**config.mk**
```make
export PLATFORM = sky130hd
export DESIGN_NAME = mem_block_fill
export DESIGN_NICKNAME = d
export VERILOG_FILES = /design/src/rtl/mem_block_fill.sv
export SDC_FILE = /design/constraint.sdc
export NUM_CORES = 1
export LEC_CHECK = 0
export CELL_PAD_IN_SITES_DETAIL_PLACEMENT = 1
export CELL_PAD_IN_SITES_GLOBAL_PLACEMENT = 2
export CORE_ASPECT_RATIO = 1.25
export CORE_MARGIN = 2
export CORE_UTILIZATION = 29
export DETAILED_ROUTE_END_ITERATION = 10
export GPL_ROUTABILITY_DRIVEN = 0
export PLACE_DENSITY = 0.86
export SETUP_SLACK_MARGIN = 0.05
export SKIP_LAST_GASP = 1
export SLEW_MARGIN = 20
export SYNTH_ARGS = -nofsm -noshare
export SYNTH_HDL_FRONTEND = slang
export SYNTH_SLANG_ARGS = --single-unit
```
**constraint.sdc**
```tcl
create_clock -name clk -period 2.9 [get_ports clk]
set_input_delay 0.58 -clock clk [delete_from_list [all_inputs] [get_ports clk]]
set_output_delay 0.58 -clock clk [all_outputs]
set_load 0.02 [all_outputs]
```
**src/rtl/mem_block_fill.sv**
```systemverilog
// Backing main-memory stage for the data cache: accepts a block address on a miss,
// waits a fixed latency, streams the block one word per clock, then pulses done.
module mem_block_fill #(
    parameter int WORD     = 32,
    parameter int ADDRESSL = 15,
    parameter int OFFSETL  = 2,
    parameter int LATENCY  = 3
) (
    input  logic                         clk,
    input  logic                         rst,
    input  logic                         req,
    input  logic [ADDRESSL-OFFSETL-1:0]  blkAdr,
    output logic                         busy,
    output logic                         wordValid,
    output logic [OFFSETL-1:0]           wordIndex,
    output logic [WORD-1:0]              dataOut,
    output logic                         done,
    output logic [ADDRESSL-1:0]          fillCount
);

    localparam int BLKL = ADDRESSL - OFFSETL;

    localparam logic [1:0] IDLE  = 2'd0;
    localparam logic [1:0] WAIT  = 2'd1;
    localparam logic [1:0] BURST = 2'd2;
    localparam logic [1:0] DONE  = 2'd3;

    localparam logic [3:0]         CNT_INIT = 4'(LATENCY - 1);
    localparam logic [OFFSETL-1:0] LAST_IDX = '1;

    logic [1:0]         state;
    logic [3:0]         cnt;
    logic [BLKL-1:0]    adr;
    logic [OFFSETL-1:0] idx;

    always_ff @(posedge clk) begin
        if (rst) begin
            state     <= IDLE;
            cnt       <= '0;
            adr       <= '0;
            idx       <= '0;
            busy      <= 1'b0;
            wordValid <= 1'b0;
            wordIndex <= '0;
            dataOut   <= '0;
            done      <= 1'b0;
            fillCount <= '0;
        end else begin
            wordValid <= 1'b0;
            wordIndex <= '0;
            dataOut   <= '0;
            done      <= 1'b0;
            case (state)
                IDLE: begin
                    if (req) begin
                        adr   <= blkAdr;
                        cnt   <= CNT_INIT;
                        busy  <= 1'b1;
                        state <= WAIT;
                    end
                end
                WAIT: begin
                    if (cnt == '0) begin
                        idx   <= '0;
                        state <= BURST;
                    end else begin
                        cnt <= cnt - 1'b1;
                    end
                end
                BURST: begin
                    // Memory holds mem[i] = i and is never written, so the read is the
                    // zero-extended word address; the offset wraps inside the block.
                    wordValid <= 1'b1;
                    wordIndex <= idx;
                    dataOut   <= WORD'({adr, idx});
                    idx       <= idx + 1'b1;
                    if (idx == LAST_IDX) state <= DONE;
                end
                DONE: begin
                    // Outputs lag state by one edge: the done pulse cycle runs with the
                    // FSM already back in IDLE, so a req sampled then starts a new fill.
                    done      <= 1'b1;
                    busy      <= 1'b0;
                    fillCount <= fillCount + 1'b1;
                    state     <= IDLE;
                end
                default: state <= IDLE;
            endcase
        end
    end

endmodule

```
Word-level counts from Yosys, hierarchy flattened
Cells that the tools add are included.
{ "totals": {"regBits": 73, "inputBits": 16, "out_inout_bits": 52, "wordCells": 47} }
{ "op_classes": {"addsub": 3, "eq_ne": 8, "n_mux": 13, "bitwise": 1, "n_reduce_logical": 11} }
{ "ops": {"columns": ["operator", "count"], "rows": [
  ["$add 15x1->15 const B", 1],
  ["$mux 2", 4],
  ["$mux 4", 2],
  ["$ne 2x2->1 const B", 4],
  ["$pmux 2 s4", 1],
  ["$pmux 4 s2", 1],
  ["$eq 2x2->1 const B", 3],
  ["$reduce_and 2->1", 3],
  ["$reduce_and 3->1", 2],
  ["$reduce_bool 2->1", 3],
  ["$logic_not 4->1", 1],
  ["$pmux 2 s2", 1],
  ["$sub 4x1->4 const B", 1],
  ["$mux 1", 3],
  ["$add 2x1->2 const B", 1],
  ["$eq 2x1->1 const B", 1],
  ["$logic_not 2->1", 1],
  ["$pmux 1 s2", 1],
  ["$reduce_or 2->1", 1],
  ["$not 1->1", 1]
]} }

Longest topological paths before layout
{ "depth": {"word_depth": 3, "ltp_mapped": 6, "mapped_depth_nobuf": 5} }

Least setup slack after synthesis
Ideal clock, no wire load.
{ "synth_path": {"path_kind": "register to register", "from": "reg state[1]", "to": "reg fillCount[14]", "setup_time_ps": 123, "arrival_time_ps": 1507, "required_ps": 2777, "slack_ps": 1270, "path_stages_with_launch": 6, "path_buffers": 1, "synth_period_minus_slack_ps": 1630, "path_cell_list": "dfxtp_1 > ha_1 > buf_2 > nand4_1 > nor4_1 > mux2_1"} }
{ "synth_via": {"elab_chain_cells": 1} }
{ "synth_lines": {"columns": ["item", "line", "rtl"], "rows": [
  ["from (decl)", "31", "logic [1:0] state;"],
  ["from (signal assigned)", "38", "state <= IDLE;"],
  ["from (signal assigned)", "59", "state <= WAIT;"],
  ["from (signal assigned)", "65", "state <= BURST;"],
  ["$eq 2x2->1", "53", "case (state)"],
  ["to (signal assigned)", "84", "fillCount <= fillCount + 1'b1;"],
  ["to (decl)", "18", "output logic [ADDRESSL-1:0] fillCount"]
]} }
Every way passes these cells.
A chain may end at the register's enable or synchronous reset.

Worst setup path in the final report
{ "layout_path": {"from": "reg fillCount[9]", "to": "out fillCount[9]"} }
No word-level cell between the ends.

==> metrics <==
mapped cell area 2290 um^2; final net count ~330; CP peak stage delay between 0.6 and 0.7 ns; Max clock buf depth 2; cell family with most CP delay buffers and inverters; Hold Crit Class reg2reg; Pre-antenna DRT Iters 4; Crit-path slowest cell clkdlybuf4s50_1; Layout area overhead 27.6%; max frequency between 500 and 600 MHz; register area between 1000 and 1500 um^2; global-route wire length before repair between 8 and 9 mm; largest family of logic cells by synthesized area simple AND/OR/NAND/NOR gates; antenna diode count 0; relative slew slack 49.6%; cell internal pwr 1.20 mW; Gate power share 27.0%; CP Buf/Inv Count 1; largest net degree at the start of global routing 21; Worst Path Max Fanout 7; Register-to-Register Setup Slack between 1 and 1.5 ns; arrival time at the worst endpoint approximately 1.4 ns; worst slew pin tran between 0.7 and 0.8 ns; worst vdd ir approximately 0.26 mV; port bufs 50; critical path required time roughly 2.3 ns; Post-synth EDFFs 0; Hold Buf Count CTS 0; FF+latch count, synth 54; Switching Fraction 33.1%; clk sinks 54; 1st-iter DRT viols 61; CP endpoint kind primary output; commonest cells in the netlist dfxtp_1, nand2_1, a21oi_1; H-tree levels 2; max-cap violations 0; Reg power frac around half; fin worst setup slack around 0.92 ns; Clk pwr share between 20 and 25%; Net Sw Power approximately 600 uW; Die W ~83 um; Max Slew Vio Count 0; Synth Area in Simple Gates a little under a quarter; post-synthesis mux area share between 4 and 5%; Cells after DPL approximately 400; register area share after synthesis 47.3%; pwr dens around 620 nW/um^2; Post-CTS Resized 0; drt total wl 5.07 mm; Post-Syn Instances between 200 and 300; post-route ant nets 0; postcts setup bufs 0; GRT Total Usage a little under an eighth; core box area 7700 um^2; fill count between 900 and 1k; crit-path cells clkdlybuf4s50_1; Final Hold Fails 0; grt total ovfl 0; final setup vio count 0; CTS tree yes; RSZ-0062 raised after global routing no; crit path time final between 1.5 and 2 ns; Post-Syn Area per Cell just under 9 um^2; Finished Layout Cells 401; Final Skew 0.0115 ns; Yosys top cell by area dfxtp_1; detailed-route via count roughly 1.8k; initial antenna violation count 0; die height a little over 100 um; adder-cell share of the synthesized area between 4 and 5%; vias in the first global route roughly 1.7k; pre-CTS WS about 0.72 ns; Row Count 36; DP Wirelength between 3 and 4 mm; Crit Path Class reg2out; Startpoint Class register; Synth area leaders dfxtp_1, nand2_1, buf_4; number of library cell types mapped by synthesis 37; later-pin clock latency in the skew report around 0.32 ns; Initial Utilization between 20% and 30%; async set or reset register ratio after synthesis 0%; Synth Area in XOR/XNOR approximately 1.5%; setup_tns 0 ns; share of cells above drive strength 1 between 5 and 6%; Multi-input gate area around 1000 um^2; drt drc 0; status completed; Post-synth top flop dfxtp_1; via density per instance about 4.6; Ys Warns 0; hold_ws about 0.46 ns; Clock Pin Slew Worst Setup and Hold Paths approximately 0.1 ns; top cell type's share of synthesized area about 47%; compound-gate portion of the synthesized area between 10 and 15%; Pleak around 1.1 nW; final clock period utilization by the worst path 68.4%; Top Ports 68; die area about 8600 um^2; per-cell routed wire length between 10 and 15 um; CTS Root Buffer Type clkbuf_8; most common cell in the synthesized netlist dfxtp_1; CTS buffer count 5
-- worst paths after layout --
check                           cells after the start                      start                         end
worst min-delay path                                2       adr[12]$_SDFFE_PP0P_        adr[12]$_SDFFE_PP0P_
worst max register to register                      5      state[1]$_SDFFE_PP0P_  fillCount[11]$_SDFFE_PP0P_
worst max-delay path                                1  fillCount[9]$_SDFFE_PP0P_                fillCount[9]
worst min register to register                      2       adr[12]$_SDFFE_PP0P_        adr[12]$_SDFFE_PP0P_
-- routing by layer --
metal | track usage (%) | up-vias | part of all wire (%)
met5 | 0 | - | 0
met4 | 4.47 | 0 | 1.8
met3 | 2.30 | 7 | 4.4
met2 | 20.8 | 43 | 49
met1 | 14.0 | 873 | 45
li1 | - | 926 | -
-- worst min-delay path, delay by kind of cell (launching register included) --
kind | cells | cell delay (ns)
and+or+nand+nor | 1 | 0.05
AOI/OAI and AO/OA | 1 | 0.05
DFF | 1 | 0.32
-- through the flow --
step	util [%]	cell area, um^2	power (mW)
2_1_floorplan	-	2350	1.24
3_3_place_gp	36.6	2820	1.36
3_5_place_dp	36.6	2820	1.37
4_1_cts	37.9	2920	1.83
5_1_grt	37.9	2920	1.93
6_report	37.9	2920	1.80
-- registers in the layout (all words and copies together) (netlist names) --
signal / flops
state: 2
wordIndex: 1
idx: 2
adr: 13
wordValid: 1
done: 1
dataOut: 14
fillCount: 15
cnt: 4
busy: 1
-- final cells by class --
class / count / share of cell area, %
clock buffers: 5 / 2.36
well taps: 95 / 4.07
inverters: 10 / 1.29
multi-input cells: 179 / 35.8
repair buffers: 55 / 18.4
clock inverters: 3 / 0.986
flip-flops and latches: 54 / 37.0
-- power groups by stage --
stage	clock network, mW	registers [mW]	logic [mW]
final	0.448	0.868	0.486
after global routing	0.497	0.880	0.551
after CTS	0.467	0.869	0.493
after detailed placement	0	0.885	0.489
after global placement	0	0.880	0.477
after floorplan	0	0.892	0.346
-- cells in the final DEF (no fill, tap or decap), drive strengths merged, types with 2 or more instances in the layout --
cell type / count
or4: 4
o32ai: 2
o21ai: 5
nor2: 13
mux2: 5
mux2i: 4
clkinv: 2
nand2: 40
o31ai: 5
nor4: 5
nand4: 5
ha: 8
dfxtp: 54
buf: 5
inv: 11
xor2: 3
and2: 17
nand3: 5
conb: 17
a21oi: 22
clkdlybuf4s50: 50
clkbuf: 5
nor2b: 7
-- kinds of logic after synthesis --
group	count (synthesis)
AO/OA/AOI/OAI	39
XOR/XNOR	4
adder cells (fa/ha/maj)	8
buffers and inverters	39
flip-flops	54
multiplexers	9
other	1
AND/OR/NAND/NOR	102
Note: power is estimated with default switching activity, not from simulation.
